===== src/rtl/multiply_acc_ctrl.sv =====
// rtl/multiply_acc_ctrl.sv - job sequencer for one multiply_acc lane
// Optional MULTIPLY_ACC_CTRL_RELU_EN clamps negative captured sums to zero.
module multiply_acc_ctrl #(
  parameter int IMG_WIDTH   = 16,
  parameter int KER_WIDTH   = 16,
  parameter int LEN_WIDTH   = 12,
  parameter int MAC_LATENCY = 5
) (
  input  logic                           clk,
  input  logic                           rst,
  input  logic [LEN_WIDTH-1:0]           cfg_len,
  input  logic                           cfg_start,
  output logic                           cfg_busy,
  input  logic [IMG_WIDTH-1:0]           in_img,
  input  logic [KER_WIDTH-1:0]           in_ker,
  input  logic                           in_valid,
  output logic                           in_ready,
  output logic                           mac_rst,
  output logic [IMG_WIDTH-1:0]           mac_img,
  output logic [KER_WIDTH-1:0]           mac_ker,
  output logic                           mac_val,
  input  logic [IMG_WIDTH+KER_WIDTH:0]   mac_result,
  output logic [IMG_WIDTH+KER_WIDTH:0]   res_data,
  output logic                           res_valid,
  input  logic                           res_ready
);

  localparam int RES_W  = IMG_WIDTH + KER_WIDTH + 1;
  localparam int DCNT_W = $clog2(MAC_LATENCY + 1);

  typedef enum logic [2:0] {
    IDLE  = 3'd0,
    CLEAR = 3'd1,
    RUN   = 3'd2,
    DRAIN = 3'd3,
    OUT   = 3'd4
  } state_t;

  state_t               state, state_nxt;
  logic [LEN_WIDTH-1:0] len_r;
  logic [LEN_WIDTH-1:0] acc_cnt;
  logic [DCNT_W-1:0]    drain_cnt;
  logic [RES_W-1:0]     capture_val;
  logic                 accept;
  logic                 last_pair;
  logic                 drain_done;

  assign mac_img  = in_img;
  assign mac_ker  = in_ker;
  assign in_ready = (state == RUN);
  assign mac_val  = in_valid & in_ready;
  assign mac_rst  = rst | (state == CLEAR);
  assign cfg_busy = (state != IDLE);

  assign accept     = mac_val;
  // RUN is only entered with len_r != 0, so len_r - 1 never underflows here
  assign last_pair  = accept && (acc_cnt == len_r - LEN_WIDTH'(1));
  assign drain_done = (drain_cnt == DCNT_W'(MAC_LATENCY - 1));

`ifdef MULTIPLY_ACC_CTRL_RELU_EN
  assign capture_val = mac_result[RES_W-1] ? '0 : mac_result;
`else
  assign capture_val = mac_result;
`endif

  always_comb begin
    state_nxt = state;
    case (state)
      IDLE:    if (cfg_start) state_nxt = CLEAR;
      CLEAR:   state_nxt = (len_r != '0) ? RUN : DRAIN;
      RUN:     if (last_pair) state_nxt = DRAIN;
      DRAIN:   if (drain_done) state_nxt = OUT;
      OUT:     if (res_valid && res_ready) state_nxt = IDLE;
      default: state_nxt = IDLE;
    endcase
  end

  always_ff @(posedge clk) begin
    if (rst) begin
      state     <= IDLE;
      len_r     <= '0;
      acc_cnt   <= '0;
      drain_cnt <= '0;
      res_data  <= '0;
      res_valid <= 1'b0;
    end else begin
      state <= state_nxt;
      case (state)
        IDLE: begin
          if (cfg_start) len_r <= cfg_len;
          acc_cnt   <= '0;
          drain_cnt <= '0;
        end
        CLEAR: begin
          acc_cnt   <= '0;
          drain_cnt <= '0;
        end
        RUN: begin
          if (accept) acc_cnt <= acc_cnt + LEN_WIDTH'(1);
        end
        DRAIN: begin
          drain_cnt <= drain_cnt + DCNT_W'(1);
          if (drain_done) begin
            res_data  <= capture_val;
            res_valid <= 1'b1;
          end
        end
        OUT: begin
          if (res_ready) res_valid <= 1'b0;
        end
        default: ;
      endcase
    end
  end

endmodule


===== config.mk =====
export PLATFORM = sky130hd
export DESIGN_NAME = multiply_acc_ctrl
export DESIGN_NICKNAME = d
export VERILOG_FILES = /design/src/rtl/multiply_acc_ctrl.sv
export SDC_FILE = /design/constraint.sdc
export NUM_CORES = 1
export LEC_CHECK = 0
export ABC_CLOCK_PERIOD_IN_PS = 3650
export BUFFER_PORTS_ARGS = -buffer_cell sky130_fd_sc_hd__buf_4
export CORE_MARGIN = 3
export CORE_UTILIZATION = 52
export CTS_BUF_LIST = sky130_fd_sc_hd__clkbuf_8
export CTS_CLUSTER_SIZE = 20
export DETAILED_ROUTE_END_ITERATION = 7
export GPL_TIMING_DRIVEN = 0
export HOLD_SLACK_MARGIN = 0.02
export PLACE_DENSITY = 0.88
export SLEW_MARGIN = 20
export SYNTH_ARGS = -nofsm -noshare
export SYNTH_HDL_FRONTEND = slang
export SYNTH_SLANG_ARGS = --single-unit

===== constraint.sdc =====
create_clock -name clk -period 3.65 [get_ports clk]
set_clock_uncertainty 0.1 [all_clocks]
set_input_delay 0.1825 -clock clk [delete_from_list [all_inputs] [get_ports clk]]
set_output_delay 0.1825 -clock clk [all_outputs]
set_load 0.02 [all_outputs]

==> reports/summary.md <==
In this run the cell area of the synthesized design comes to 3177 µm². For the floorplan die area, the log shows 7083 µm². The arrival time reported for the critical path endpoint is 2.66 ns, and the synthesized area per cell is 7.748 µm².

The synthesized net count came out at 496. In this run the horizontal extent of the chip is 84.16 µm. Traced cell by cell, the critical path runs through inv_1 > ha_1 > nand3_1 > or2_2 > clkbuf_1 > clkbuf_1 > nand2_1 > a21oi_1. The floorplan has 27 rows.

Counting the fill cells in the layout gives 281. Before antenna repair, the detailed router went through 8 iterations. Counting along the longest clock path gives a buffer depth of 2.

Across the VDD grid, the largest voltage drop is 0.2779 mV. The tool flagged a number of max-cap violations equal to 0. Share of the synthesized area in the top cell type: 0.4033.

The largest net degree at the start of global routing was 13. The run gives 0.377 as the clock share of power. The tools report the diode insertion count for antenna repair as 0. The netlist uses 47 different library cells. The number of CTS-inserted buffers was 9; the initial cell density of the core was 0.5564. The sum of internal, switching and leakage power came out at 1.854 mW. In the final routed layout, each cell accounts on average for 20.05 µm. Summed over all nets, the switching power comes to 553.9 µW. TritonCTS built the clock tree. The run gives 0.5432 as the worst-case headroom to the max-slew limit.

At the later pin of the worst-skew pair, clock insertion delay measures 0.35 ns. dfxtp_1 takes more of the synthesized area than any other cell. The maximum level of the CTS H-tree is 3, and the post-layout instance area is 4801 µm². In the synthesized netlist the dominant register cell turns out to be dfxtp_1. The share of post-route cells with drive strength above 1 works out to 0.3049. The final reports fail on DRC. After floorplanning, the core was sized to cover 5709 µm². For this block, the routed nets add up to 13210 µm of wire. The global-route wire length before repair came out at 20630 µm. The total placed instance area came out at 4160 µm². Setup violations remaining at the end of the flow were counted as 0. On the critical path, the stage with the largest delay is an instance of clkbuf_1.

The number of pins with negative max-slew slack in the final report is 0, and the die height is 84.16 µm. Ranked by total cell area, the synthesized netlist is headed by dfxtp_1, nand2_1, a21oi_1. The fraction of the core area covered by cells at the end of the flow came out at 0.8409. After detailed routing, the number of vias per cell comes to 5.992. The final net count was 668. The tree is rooted in a clkbuf_8. Summed over all failing endpoints, the final setup total negative slack is 0 ns. The filler-free cell count of the finished design came out at 659. 152 I/O pins were placed. The proportion of power drawn by flip-flops and latches is 0.400, and the fraction of power consumed by combinational cells is 0.224. The fraction of synthesis flops using an asynchronous set or reset pin was 0. Power spread over the standard cell area amounts to 386.3 nW/µm². The wire-length estimate of the detail-placed layout is 6731 µm. The tools report the cell count after placement as 601. Buffers placed on the I/O ports in this run total 119. Timing would allow up to 0.3982 GHz.

The path type of the worst setup path was reg2reg. The remaining antenna violation count is 0. During synthesis, Yosys emitted a total of 0 warnings. The slew of the pin with the lowest slew margin is 0.6852 ns. For the overall track demand over capacity in global routing, the log shows 0.3675.

The type of destination of the critical path was a register. Clock-pin slew was measured on the worst setup and hold paths at 0.08 ns. Synthesis inferred 64 register bits. The run gives 0 as the post-CTS setup buffer count. The run gives 3.80 ns as the data required time of the worst path. Setup repair after global routing left no endpoint under its margin. On the worst path, the slowest cell contributes a delay of 0.47 ns.

The tools report the number of DRC markers in iteration 0 as 471. The type of the most critical hold path was in2reg. The run finished, with violations left. The instance count of the mapped netlist is 410, and the critical-path maximum fanout is 10. The design internal power is 1.300 mW, and the share of the clock period used by the worst path after layout is 0.6880. The switching part of the total works out to 0.2987.

The number of endpoints with negative hold slack in the final report was 0; the total clock sinks was 64. The count of flip-flops with a built-in enable after synthesis was 0. The dominant cell type by count on the critical path is clkbuf_1.

The congestion estimate from routability-driven global placement came to 0.8818. For this run the aggregate overflow at the end of global routing stands at 0. For this run, design rule violations remaining after detail routing come to 6. The logs give 0 for the count of cells resized by post-cts repair and 0.4033 for the part of the Yosys area used for sequential elements.

Shortest period the worst path allows: 2.511 ns. The logs give 0 for the number of antenna violations at the first check in global routing and 3949 for the via count of the routed design. The logs give 4042 for the number of global-route vias before repair and 2.036 nW for the leakage power of the design.

Element type at the critical path start: a register. From synthesis to final layout, the design area changed by 51.12%.
per-layer routing:
layer | vias to the layer above | wire [µm] | track usage | part of all wire
met3 | 98 | 1624 | 0.1305 | 0.12
li1 | 1686 | - | - | -
met2 | 352 | 6358 | 0.6298 | 0.48
met1 | 1813 | 4411 | 0.3856 | 0.33
met5 | - | 0 | 0 | 0
met4 | 0 | 820 | 0.2193 | 0.062
power by group through the flow:
stage | combinational, mW | sequential [mW] | clock (mW)
3_3_place_gp | 0.340 | 0.753 | 0
3_5_place_dp | 0.348 | 0.754 | 0
6_report | 0.415 | 0.741 | 0.699
2_1_floorplan | 0.231 | 0.749 | 0
5_1_grt | 0.442 | 0.742 | 0.713
4_1_cts | 0.389 | 0.738 | 0.684
stage by stage:
| stage | setup WS (ns) | hold slack (ns) |
|---|---|---|
| after floorplan | 1.691 | 0.2185 |
| after global placement | 1.565 | 0.3295 |
| after detailed placement | 1.547 | 0.3389 |
| after CTS | 1.516 | 0.02027 |
| after global routing | 1.090 | 0.02375 |
| final | 1.139 | 0.01069 |
kinds of logic (layout without fill, tap and decap cells):
group | after synthesis | in the layout | share of synthesized area
AND/OR/NAND/NOR | 172 | 172 | 0.2501
AO/OA/AOI/OAI | 83 | 83 | 0.1493
buffers and inverters | 66 | 243 | 0.1237
flip-flops | 64 | 64 | 0.4033
XOR/XNOR | 21 | 21 | 0.05789
adder cells (fa/ha/maj) | 4 | 4 | 0.01575
sequential cells by signal, summed over array words and instances, names as in the netlist:
| name | count |
|---|---|
| acc_cnt | 12 |
| drain_cnt | 3 |
| len_r | 12 |
| res_data | 33 |
| res_valid | 1 |
| state | 3 |
worst paths after layout:
check	start	end	slack [ns]	depth (start not counted)
hold / removal	mac_result[18]	res_data[18]	0.01	3
setup / recovery	drain_cnt[0]	res_data[16]	1.14	8
setup reg to reg	drain_cnt[0]	res_data[16]	1.14	8
hold reg to reg	res_data[28]	res_data[28]	0.37	2
worst max-delay path, delay by kind of cell, from the launching register on:
| kind | cells | cell delay (ns) |
|---|---|---|
| compound gates | 1 | 0.30 |
| fa+ha+maj | 1 | 0.21 |
| simple gates | 3 | 0.53 |
| buf+inv | 3 | 0.86 |
| flops | 1 | 0.40 |
cell usage in the layout, fill, tap and decap left out, types with 4 or more instances in the layout:
master	Yosys	layout
clkbuf_1	20	20
ha_1	4	4
inv_1	9	10
xor2_1	10	10
dfxtp_1	64	64
o21ai_0	8	8
clkbuf_8	0	9
nand2b_1	4	4
a21oi_1	55	55
nor3_1	4	4
nand4_1	4	4
nand3_1	7	7
dlygate4sd3_1	0	42
nor2_1	26	26
xnor2_1	11	11
nand2_1	100	100
buf_4	32	151
layout make-up:
type                            instances  area (µm²)  area share
Inverter                                9       33.78    0.007037
Multi-Input combinational cell        280        1503      0.3130
Buffer                                 57       359.1     0.07480
Tap cell                               72       90.09     0.01876
Clock buffer                            9       123.9     0.02580
Sequential cell                        64        1281      0.2669
Clock inverter                          7       96.34     0.02007
Timing Repair Buffer                  161        1314      0.2737
synth_stat cells (all sizes together), types with 2 or more instances:
| library cell | number |
|---|---|
| dfxtp | 64 |
| a21o | 3 |
| ha | 4 |
| nand2b | 5 |
| nor2 | 26 |
| nor3b | 3 |
| nand3 | 8 |
| a21oi | 55 |
| a31oi | 2 |
| buf | 37 |
| and3 | 3 |
| or3 | 2 |
| and4 | 2 |
| o21ai | 9 |
| nor4b | 2 |
| or2 | 2 |
| clkbuf | 20 |
| inv | 9 |
| o22ai | 2 |
| a22oi | 2 |
| nand2 | 100 |
| and2 | 2 |
| nor3 | 4 |
| nor4 | 4 |
| nand4 | 4 |
| nand3b | 3 |
| xor2 | 10 |
| xnor2 | 11 |
timing repair:
item / 4_1_cts / 5_1_grt
hold buffers: 42 / 0
hold endpoints to repair: 42 / 0
setup endpoints to repair: 0 / 0
(Power assumes the default switching activity.)
